$ cat config.mk
export PLATFORM = sky130hd
export DESIGN_NAME = if_fetch_buffer_flat
export DESIGN_NICKNAME = d
export VERILOG_FILES = /design/src/rtl/if_fetch_buffer_if.sv /design/src/rtl/if_fetch_buffer.sv /design/src/flat_wrapper.sv
export SDC_FILE = /design/constraint.sdc
export NUM_CORES = 1
export LEC_CHECK = 0
export ABC_CLOCK_PERIOD_IN_PS = 2100
export CAP_MARGIN = 30
export CORE_UTILIZATION = 30
export CTS_CLUSTER_DIAMETER = 40
export DETAILED_ROUTE_END_ITERATION = 12
export REMOVE_ABC_BUFFERS = 1
export SLEW_MARGIN = 20
export SYNTH_ARGS = -nofsm -noshare
export SYNTH_HDL_FRONTEND = slang
export SYNTH_SLANG_ARGS = --single-unit
$ cat constraint.sdc
create_clock -name clk -period 2.1 [get_ports clk]
set_input_delay 0.315 -clock clk [delete_from_list [all_inputs] [get_ports clk]]
set_output_delay 0.315 -clock clk [all_outputs]
set_load 0.01 [all_outputs]
$ cat src/rtl/if_fetch_buffer_if.sv
// if_fetch_buffer_if: instruction-memory request/response bus plus the
// decode-side valid/ready handshake of the fetch stage.
//   imem_req/imem_addr   fetch request and its address (fetch -> memory)
//   imem_gnt             memory accepts the request this cycle
//   imem_rvalid/rdata    in-order read response
//   id_valid/id_ready    queue-head handshake toward decode
//   id_instr/id_pc       queue-head payload
// master = fetch stage side, slave = memory/decode environment side.
interface if_fetch_buffer_if;
  logic        imem_req;
  logic [31:0] imem_addr;
  logic        imem_gnt;
  logic        imem_rvalid;
  logic [31:0] imem_rdata;
  logic        id_valid;
  logic        id_ready;
  logic [31:0] id_instr;
  logic [31:0] id_pc;

  modport master (
    output imem_req, imem_addr,
    input  imem_gnt, imem_rvalid, imem_rdata,
    output id_valid, id_instr, id_pc,
    input  id_ready
  );

  modport slave (
    input  imem_req, imem_addr,
    output imem_gnt, imem_rvalid, imem_rdata,
    input  id_valid, id_instr, id_pc,
    output id_ready
  );
endinterface

$ cat src/rtl/if_fetch_buffer.sv
// if_fetch_buffer: instruction-fetch stage between the PC register and the
// IF/ID boundary. Issues one outstanding imem request at PC_Addr, advances
// the PC (PC+4 or redirect target) and queues {pc, instr} pairs for decode.
//   clk, rst          clock; synchronous active-low reset
//   PC_Addr           current PC from the PC register
//   new_PC/PC_IFWrite next PC and its load enable
//   redirect/_pc      taken branch/jump: flush everything, restart at _pc
//   bus (master)      imem request/response and decode handshake
module if_fetch_buffer #(
  parameter int DEPTH = 2
) (
  input  logic               clk,
  input  logic               rst,
  input  logic [31:0]        PC_Addr,
  output logic [31:0]        new_PC,
  output logic               PC_IFWrite,
  input  logic               redirect,
  input  logic [31:0]        redirect_pc,
  if_fetch_buffer_if.master  bus
);
  localparam int PW = (DEPTH > 1) ? $clog2(DEPTH) : 1;
  localparam int CW = PW + 1;

  // WAIT keeps the pending response, DRAIN throws it away after a redirect.
  typedef enum logic [1:0] {IDLE, WAIT, DRAIN} state_t;

  typedef struct packed {
    logic [31:0] pc;
    logic [31:0] instr;
  } entry_t;

  entry_t [DEPTH-1:0] q;
  state_t             state, state_nxt;
  logic [PW-1:0]      head, tail;
  logic [CW-1:0]      count;
  logic [31:0]        req_pc;
  logic               req, accept, push, pop, vld;

  always_comb begin
    state_nxt = state;
    push      = 1'b0;
    // Only one request in flight, and only when a slot is guaranteed free.
    req    = rst & (state == IDLE) & (count < CW'(DEPTH)) & ~redirect;
    accept = req & bus.imem_gnt;
    vld    = rst & (count != '0);
    pop    = vld & bus.id_ready & ~redirect;
    case (state)
      IDLE:    if (accept) state_nxt = WAIT;
      WAIT: begin
        if (redirect)             state_nxt = bus.imem_rvalid ? IDLE : DRAIN;
        else if (bus.imem_rvalid) begin
          push      = 1'b1;
          state_nxt = IDLE;
        end
      end
      DRAIN:   if (bus.imem_rvalid) state_nxt = IDLE;
      default: state_nxt = IDLE;
    endcase

    PC_IFWrite    = rst & (redirect | accept);
    new_PC        = redirect ? redirect_pc : PC_Addr + 32'd4;
    bus.imem_req  = req;
    bus.imem_addr = PC_Addr;
    bus.id_valid  = vld;
    bus.id_instr  = rst ? q[head].instr : 32'd0;
    bus.id_pc     = rst ? q[head].pc    : 32'd0;
  end

  always_ff @(posedge clk) begin
    if (!rst) begin
      state  <= IDLE;
      count  <= '0;
      head   <= '0;
      tail   <= '0;
      req_pc <= '0;
      q      <= '0;
    end else begin
      state <= state_nxt;
      if (accept) req_pc <= PC_Addr;
      if (redirect) begin
        count <= '0;
        head  <= '0;
        tail  <= '0;
      end else begin
        if (push) begin
          q[tail] <= {req_pc, bus.imem_rdata};
          tail    <= tail + PW'(1);
        end
        if (pop) head <= head + PW'(1);
        case ({push, pop})
          2'b10:   count <= count + CW'(1);
          2'b01:   count <= count - CW'(1);
          default: count <= count;
        endcase
      end
    end
  end
endmodule

$ cat src/flat_wrapper.sv
// flat-port wrapper written by rule: the top's interface ports become plain ports
module if_fetch_buffer_flat 
#(
  parameter int DEPTH = 2
)
  (clk, rst, PC_Addr, new_PC, PC_IFWrite, redirect, redirect_pc, bus_imem_req, bus_imem_addr, bus_imem_gnt, bus_imem_rvalid, bus_imem_rdata, bus_id_valid, bus_id_instr, bus_id_pc, bus_id_ready);
  if_fetch_buffer_if bus_i ();
  input  logic clk;
  input  logic rst;
  input  logic [31:0] PC_Addr;
  output logic [31:0] new_PC;
  output logic PC_IFWrite;
  input  logic redirect;
  input  logic [31:0] redirect_pc;
  output wire logic [$bits(bus_i.imem_req)-1:0] bus_imem_req;
  output wire logic [$bits(bus_i.imem_addr)-1:0] bus_imem_addr;
  input wire logic [$bits(bus_i.imem_gnt)-1:0] bus_imem_gnt;
  input wire logic [$bits(bus_i.imem_rvalid)-1:0] bus_imem_rvalid;
  input wire logic [$bits(bus_i.imem_rdata)-1:0] bus_imem_rdata;
  output wire logic [$bits(bus_i.id_valid)-1:0] bus_id_valid;
  output wire logic [$bits(bus_i.id_instr)-1:0] bus_id_instr;
  output wire logic [$bits(bus_i.id_pc)-1:0] bus_id_pc;
  input wire logic [$bits(bus_i.id_ready)-1:0] bus_id_ready;
  assign bus_imem_req = bus_i.imem_req;
  assign bus_imem_addr = bus_i.imem_addr;
  assign bus_i.imem_gnt = bus_imem_gnt;
  assign bus_i.imem_rvalid = bus_imem_rvalid;
  assign bus_i.imem_rdata = bus_imem_rdata;
  assign bus_id_valid = bus_i.id_valid;
  assign bus_id_instr = bus_i.id_instr;
  assign bus_id_pc = bus_i.id_pc;
  assign bus_i.id_ready = bus_id_ready;
  if_fetch_buffer #(.DEPTH(DEPTH)) u_core (.clk(clk), .rst(rst), .PC_Addr(PC_Addr), .new_PC(new_PC), .PC_IFWrite(PC_IFWrite), .redirect(redirect), .redirect_pc(redirect_pc), .bus(bus_i));
endmodule
## Word level (Yosys, flattened, before mapping)

Index checks and enable logic that the tools add are counted.

- Logic and storage cells: 57
- Flip-flop bits (word level): 166
- Input port bits: 102
- Output and inout port bits: 131

- Eq/ne operators: 5
- Multiplexer cells: 17
- Bitwise gates (word level): 11
- Reductions and logical operators: 6
- Order comparisons: 4
- Add/sub/neg operators: 5

Operators by type and width:

| operator | number |
|---|---|
| two-way mux 64 bit | 3 |
| bitwise mux 128 bit | 1 |
| two-way mux 32 bit | 3 |
| demux 64 bit (select 1 bit) | 1 |
| adder 32 x 3 -> 32 bit (second input constant) | 1 |
| bitwise AND 1 bit | 8 |
| two-way mux 2 bit | 4 |
| one-hot mux 2 bit (3 select lines) | 1 |
| equality test 2 x 1 -> 1 bit (second input constant) | 2 |
| equality test 2 bit (second input constant) | 2 |
| less-than comparator 1 x 2 -> 1 bit (second input constant) | 2 |
| one-hot mux 2 bit (2 select lines) | 1 |
| nonzero test 2 bit | 2 |
| two-way mux 1 bit | 3 |
| adder 1 bit (second input constant) | 2 |
| adder 2 x 1 -> 2 bit (second input constant) | 1 |
| logical NOT 2 bit | 1 |
| less-than comparator 2 bit (second input constant) | 1 |
| inequality test 2 x 1 -> 1 bit (second input constant) | 1 |
| inverter 1 bit | 2 |
| AND reduction 2 bit | 1 |
| OR reduction 2 bit | 1 |
| subtractor 2 x 1 -> 2 bit (second input constant) | 1 |
| greater-or-equal comparator 1 bit (second input constant) | 1 |
| other kinds (2) | 2 |

## Logic depth before layout (Yosys ltp)

Gate-level depths: netlist of the first run.

- Depth after elaboration: 7
- Depth in mapped cells: 9
- Mapped depth without buffers: 7

## Least setup slack after synthesis of the first run

Ideal clock, no wire load.

- Kind: input to output
- Start point: input PC_Addr[2]
- End point: output new_PC[24]
- Required time: 1.785 ns
- Stages on the path: 5
- Arrival: 1.998 ns
- Buffers on the path: 0
- Path slack: -0.213 ns
- Cells stage by stage: ha_1 nand4_1 or4_4 or4_1 a31oi_1

- Longest elaborated chain between the ends: 2

Ends and longest elaborated chain:

| what | line | source |
|---|---|---|
| start, declared | flat_wrapper.sv:10 | `input logic [31:0] PC_Addr;` |
| adder 32 x 3 -> 32 bit | if_fetch_buffer.sv:61 | `new_PC = redirect ? redirect_pc : PC_Addr + 32'd4;` |
| two-way mux 32 bit | if_fetch_buffer.sv:61 |  |
| end, declared | flat_wrapper.sv:11 | `output logic [31:0] new_PC;` |

No other way between the ends.

## Worst setup path after layout of the first run

- Start point: input PC_Addr[3]
- End point: output new_PC[30]

Same word-level chain as after synthesis.

==> flow_summary_export.csv, run 1 <==
group,metric,value,unit
run_status,status,"complete, but fails checks",
run_status,violations,"setup timing",
floorplanning,die_h,169.7,um
sta,clock_skew,0.01146,ns
worst_setup_path,cp-start-kind,"primary input",
global_route,grt_start_max_net_pins,87,
worst_setup_path,end_kind,"output pin",
logic_synthesis,netlist_area,0.008432,sq mm
logic_synthesis,synth.area.top_cells,"dfxtp_1 (39%), nand2_1 (15%), a21boi_0 (13%), mux2i_1 (7.7%), nor2b_1 (4.7%)",
power,clkPwrFrac,43.3,%
layout,final_cells,1722,
drt,wirelength,27.13,mm
place,placedCellCount,1658,
logic_synthesis,synth_edf_count,0,
layout,syn2layout_area_growth,48.36,%
floorplanning,num_rows,61,
sta,finalCriticalPeriod,2.542,ns
global_route,track_usage,18.91,%
place,place.gp.congestion,0.7818,
sta,final-hold-violation-count,0,
power,power_density,571.5,mW/mm^2
sta,finalCritPeriodShare,121.1,%
floorplanning,fp.dieW,169.7,um
global_route,grt-ovfl-total,0,
worst_setup_path,arrival,2.23,ns
worst_setup_path,setup.worst_path.class,"in -> out",
drt,first_pass_iters,5,
floorplanning,die_area,0.02878,sq mm
logic_synthesis,avgSynthCellArea,7.888,sq um
sta,whs,0.2899,ns
power,p_total,7149,uW
drt,drtAntennaViolNets,0,
logic_synthesis,yosysTopAreaCellShare,39.41,%
logic_synthesis,netlist_instances,1069,
clock_tree,root_buffer,"clkbuf_16",
power,power_frac_seq,44.6,%
sta,max-slew-margin-rel,71.60,%
drt,wl_per_cell,15.75,um
layout,final_common_cell,"nand2_1",
hold_path,holdPathStages,4,
power,combinationalPowerShare,12.1,%
power,switching_share,24.43,%
floorplanning,pin_count,233,
place,numPortBuffers,232,
floorplanning,start_util,30.43,%
global_route,grt_pass1_vias,7742,
layout,layout.nets,1436,
job,cap_violations,0,
clock_tree,insertion_delay,0.42,ns
clock_tree,clockBufferDepth,2,
logic_synthesis,synth_ff_type,"dfxtp_1",
drt,route.vias.total,7992,
power,power.switching,1747,uW
sta,rsz0062_at_grt,"true",
sta,setup_slack,-0.4425,ns
clock_tree,cts_tree,"built",
layout,drive_gt1_share,17.78,%
logic_synthesis,yosysTopAreaCell,"dfxtp_1",
power,ir_drop,0.5090,mV
sta,setup_viol,17,
clock_tree,cts_max_level,4,
sta,worst_slew_pin_slew,0.4260,ns
sta,fmax,393.3,MHz
place,dpl-instance-area,0.01155,sq mm
worst_setup_path,reg2reg_depth,5,
drt,top_layer,"met4",
layout,n_antenna_cell,0,
drt,post_drt_via_cell_ratio,4.641,
clock_tree,cts_inserted_buffers,17,
place,hpwl,17.84,mm
logic_synthesis,synthArstFlopShare,0,%
power,p_leak,0.004588,uW
drt,drt_iter0_drc,447,
sta,drv_slew,0,
global_route,antenna_found_initial,1,
logic_synthesis,yosys_warnings,0,
layout,utilization,45.15,%
drt,m1WireLength,12.53,mm
floorplanning,placeableCoreArea,0.02771,sq mm
layout,final_cell_mix,"nand2_1 (342), dfxtp_1 (165), a21boi_0 (140)",
clock_tree,clk_pin_slew,0.07,ns
layout,final_area,0.01251,sq mm
logic_synthesis,synth.yosys.seq_area_share,39.41,%
hold_path,min_path_type,"in -> reg",
logic_synthesis,ys_ff_latch,166,
global_route,grt_pass1_wl,42.39,mm
drt,dr_wl_met3,1.210,mm
worst_setup_path,cp_max_fo,4,
drt,dr_wl_met2,12.99,mm
power,p_int,5403,uW
clock_tree,cts_sinks,166,
worst_setup_path,regToRegSetupSlack,0.42,ns
drt,drc,0,
worst_setup_path,cp.required,1.78,ns
logic_synthesis,synth_cell_type_count,41,
## worst max-delay path, cell delays in order
cell and delay (ns):
buf_8 0.08, ha_4 0.12, nand4_1 0.16, or4_4 0.55, buf_6 0.16, or4_4 0.53, a31oi_2 0.14, buf_2 0.16
## worst paths after layout
check	from	endpoint
worst max-delay path	PC_Addr[3]	new_PC[30]
worst min-delay path	PC_Addr[13]	u_core.req_pc[13]
worst max register to register	u_core.count[1]	u_core.count[1]
worst min register to register	u_core.q[28]	u_core.q[28]
## cell type report
| cell class | instances | area, sq um |
|---|---|---|
| multi-input combinational | 783 | 4690 |
| timing repair buffer | 355 | 3405 |
| sequential | 166 | 3327 |
| clock buffer | 20 | 466.7 |
| fill | 2837 | 15200 |
| clock inverter | 11 | 115.1 |
| tap | 378 | 473.0 |
| inverter | 9 | 33.78 |
## kinds of logic (layout without fill, tap and decap cells)
| group | count (synthesis) | in the layout | share of synthesized area (%) |
|---|---|---|---|
| AO/OA/AOI/OAI | 210 | 210 | 17.66 |
| buffers and inverters | 121 | 395 | 7.360 |
| multiplexers | 68 | 68 | 8.117 |
| XOR/XNOR | 17 | 17 | 1.766 |
| AND/OR/NAND/NOR | 485 | 486 | 25.39 |
| flip-flops | 166 | 166 | 39.41 |
| adder cells (fa/ha/maj) | 2 | 2 | 0.2967 |
## through the flow
step | TNS (ns) | setup slack (ns)
after global placement | -42.09 | -1.350
after floorplan | -170.38 | -1.000
after CTS | -3.596 | -0.4202
final | -4.033 | -0.4425
after detailed placement | -48.70 | -1.400
after global routing | -4.829 | -0.4608
## synthesized netlist by cell type, types with 5 or more instances
master	instances
clkbuf_1	71
a21boi_1	20
nand4_1	7
nand3_1	12
buf_4	33
inv_1	9
or4_1	5
nor2_1	21
xor2_1	5
or3_1	10
nor2b_1	64
a21boi_0	141
nand2_1	343
a31oi_1	14
xnor2_1	12
dfxtp_1	166
mux2i_1	65
o21ai_0	27
## state kept, by name, indices dropped and copies added, names as in the netlist
register and cells:
u_core.state 2, u_core.q 128, u_core.tail 1, u_core.head 1
u_core.count 2, u_core.req_pc 32
## what timing repair did
action | 4_1_cts | 5_1_grt
gates cloned | 8 | 0
gates resized for setup | 267 | 58
setup endpoints to repair | 93 | 47
setup buffers | 21 | 5
hold buffers | 0 | 0
pin swaps | 24 | 6
## power by group through the flow
stage,combinational (uW),sequential (uW),clock [uW]
floorplan,220,3260,0
detailed placement,876,3260,0
global route,929,3190,3310
global placement,877,3260,0
finish,862,3190,3100
CTS,859,3190,3180
## routing by layer
metal / vias up / global-route usage, %
li1: 4036 / -
met1: 3745 / 24.49
met2: 182 / 31.95
met3: 29 / 3.685
met4: 0 / 4.935
met5: - / 0
(Power assumes the default switching activity.)
==> run 2, diff against run 1 <==
Settings changed: CORE_MARGIN set to 3, CORE_UTILIZATION 30 to 29.
==> flow_summary_export.csv, run 2 (synthesized netlist as in run 1, its figures left out) <==
group,metric,value,unit
power,clkPwrFrac,44.2,%
drt,post_drt_via_cell_ratio,4.601,
power,combinationalPowerShare,11.9,%
sta,final-hold-violation-count,0,
clock_tree,cts_max_level,4,
global_route,grt_pass1_vias,7791,
global_route,track_usage,16.94,%
place,dpl-instance-area,0.01161,sq mm
sta,setup_slack,-0.3915,ns
worst_setup_path,cpMostUsedCell,"or4_4",
global_route,grt_pass1_wl,42.12,mm
layout,top_register,"u_core.q",
place,place.gp.congestion,0.7818,
clock_tree,cts_hold_buf,0,
hold_path,min_from,"PC_Addr[15]",
worst_setup_path,cp-start-kind,"primary input",
global_route,grt_start_max_net_pins,100,
power,p_int,5505,uW
clock_tree,root_buffer,"clkbuf_16",
layout,reg.largest.list,"u_core.q (128), u_core.req_pc (32)",
layout,utilization,44.02,%
clock_tree,cts_sinks,166,
layout,final_area,0.01243,sq mm
run_status,violations,"setup timing",
worst_setup_path,arrival,2.18,ns
drt,drt_iter0_drc,394,
place,numPortBuffers,232,
worst_setup_path,cp_max_fo,3,
hold_path,min_path_type,"in -> reg",
worst_setup_path,crit_slowest_cell,"or4_4",
sta,finalCriticalPeriod,2.492,ns
worst_setup_path,path_depth,8,
floorplanning,pin_count,233,
power,power.switching,1767,uW
job,cap_violations,0,
hold_path,holdPathStages,3,
layout,final_common_cell,"nand2_1",
layout,largest_register_ffs,128,
sta,worst_slew_pin_slew,0.4118,ns
floorplanning,fp.dieW,176.5,um
power,power_frac_seq,43.9,%
clock_tree,clk_pin_slew,0.07,ns
floorplanning,die_h,176.5,um
worst_setup_path,end_kind,"output pin",
drt,first_pass_iters,5,
floorplanning,placeableCoreArea,0.02824,sq mm
place,place_ws,-1.401,ns
drt,wl_per_cell,15.70,um
clock_tree,cts_inserted_buffers,17,
layout,syn2layout_area_growth,47.43,%
sta,setup_viol,15,
sta,fmax,401.4,MHz
layout,layout.nets,1428,
drt,drc,0,
drt,drtAntennaViolNets,0,
worst_setup_path,reg2reg_depth,6,
global_route,grt-ovfl-total,0,
run_status,status,"complete, but fails checks",
clock_tree,insertion_delay,0.42,ns
floorplanning,start_util,29.86,%
drt,route.vias.total,7891,
floorplanning,die_area,0.03116,sq mm
worst_setup_path,setup.worst_path.class,"in -> out",
sta,whs,0.2233,ns
drt,wirelength,26.93,mm
place,hpwl,18.25,mm
layout,final_cell_mix,"nand2_1 (343), dfxtp_1 (165), a21boi_0 (140)",
worst_setup_path,startpoint,"PC_Addr[3]",
clock_tree,cts_tree,"built",
power,p_leak,0.004405,uW
sta,max-slew-margin-rel,72.55,%
worst_setup_path,path_cells,"buf_8 -> ha_4 -> nand4_1 -> or4_4 -> buf_6 -> or4_4 -> a31oi_2 -> buf_2",
sta,rsz0062_at_grt,"true",
worst_setup_path,cp_top_family,"simple AND/OR/NAND/NOR gates",
worst_setup_path,slowest_delay,0.53,ns
power,switching_share,24.30,%
layout,fillers,2904,
layout,drive_gt1_share,18.03,%
sta,finalCritPeriodShare,118.6,%
worst_setup_path,critPathBufInv,3,
power,ir_drop,0.4831,mV
layout,n_antenna_cell,0,
sta,drv_slew,0,
floorplanning,num_rows,61,
worst_setup_path,cp.required,1.78,ns
sta,clock_skew,0.01257,ns
power,power_density,585.0,mW/mm^2
clock_tree,clockBufferDepth,2,
worst_setup_path,r2r-start,"u_core.state[0]",
global_route,antenna_found_initial,0,
-- run 2: changes by cell type in the layout (fill, tap and decap cells not counted), sizes merged, moves of 3 or more --
| cell | delta |
|---|---|
| dlygate4sd2 | -20 |
| clkbuf | +18 |
| buf | -10 |
| clkdlybuf4s15 | +7 |
| clkdlybuf4s50 | +3 |
| dlymetal6s2s | -3 |
-- run 2: final cells by class --
class / count / area, sq um / share of cell area (%)
inverters: 9 / 33.78 / 0.2718
multi-input cells: 782 / 4622 / 37.18
clock inverters: 11 / 138.9 / 1.117
clock buffers: 21 / 460.4 / 3.704
well taps: 378 / 473.0 / 3.805
flip-flops and latches: 166 / 3327 / 26.76
repair buffers: 348 / 3376 / 27.16
-- run 2: worst min-delay path, cell delays in order --
cell and delay (ns):
buf_2 0.15, nand2_1 0.06, a21boi_0 0.07
-- run 2: timing repair --
item / 4_1_cts / 5_1_grt
endpoints found under the setup margin: 97 / 122
buffers inserted: 13 / 4
cloned: 5 / 3
pin swaps: 19 / 9
gates resized for setup: 275 / 61
-- run 2: final timing paths --
check | end | slack (ns)
max | new_PC[28] | -0.39
min | u_core.req_pc[15] | 0.22
max reg2reg | u_core.q[21] | 0.45
min reg2reg | u_core.q[25] | 0.45
-- run 2: per-stage QoR --
stage | cells | total power, uW | setup TNS (ns)
floorplan | 957 | 3480 | -170.38
global placement | 1659 | 4151 | -59.69
detailed placement | 1659 | 4151 | -62.52
CTS | 1709 | 7376 | -3.822
global route | 1715 | 7559 | -5.154
finish | 1715 | 7272 | -4.267
-- run 2: routing by layer --
metal	track usage, %	vias to the layer above	routed length (um)
li1	-	4014	-
met4	4.452	0	397
met5	0	-	0
met3	4.301	21	1527
met2	27.62	171	12640
met1	22.38	3685	12370
-- run 2: power by group through the flow --
stage	combinational, uW	sequential (uW)	clock (uW)
after floorplan	220	3260	0
after detailed placement	888	3260	0
final	865	3190	3220
after CTS	869	3190	3320
after global routing	935	3190	3430
after global placement	888	3260	0
==> run 3, diff against run 2 <==
Settings changed: GPL_TIMING_DRIVEN set to 1.
==> results of run 3 <==
Same layout as run 2: the final DEF is identical, and so are final timing and power.
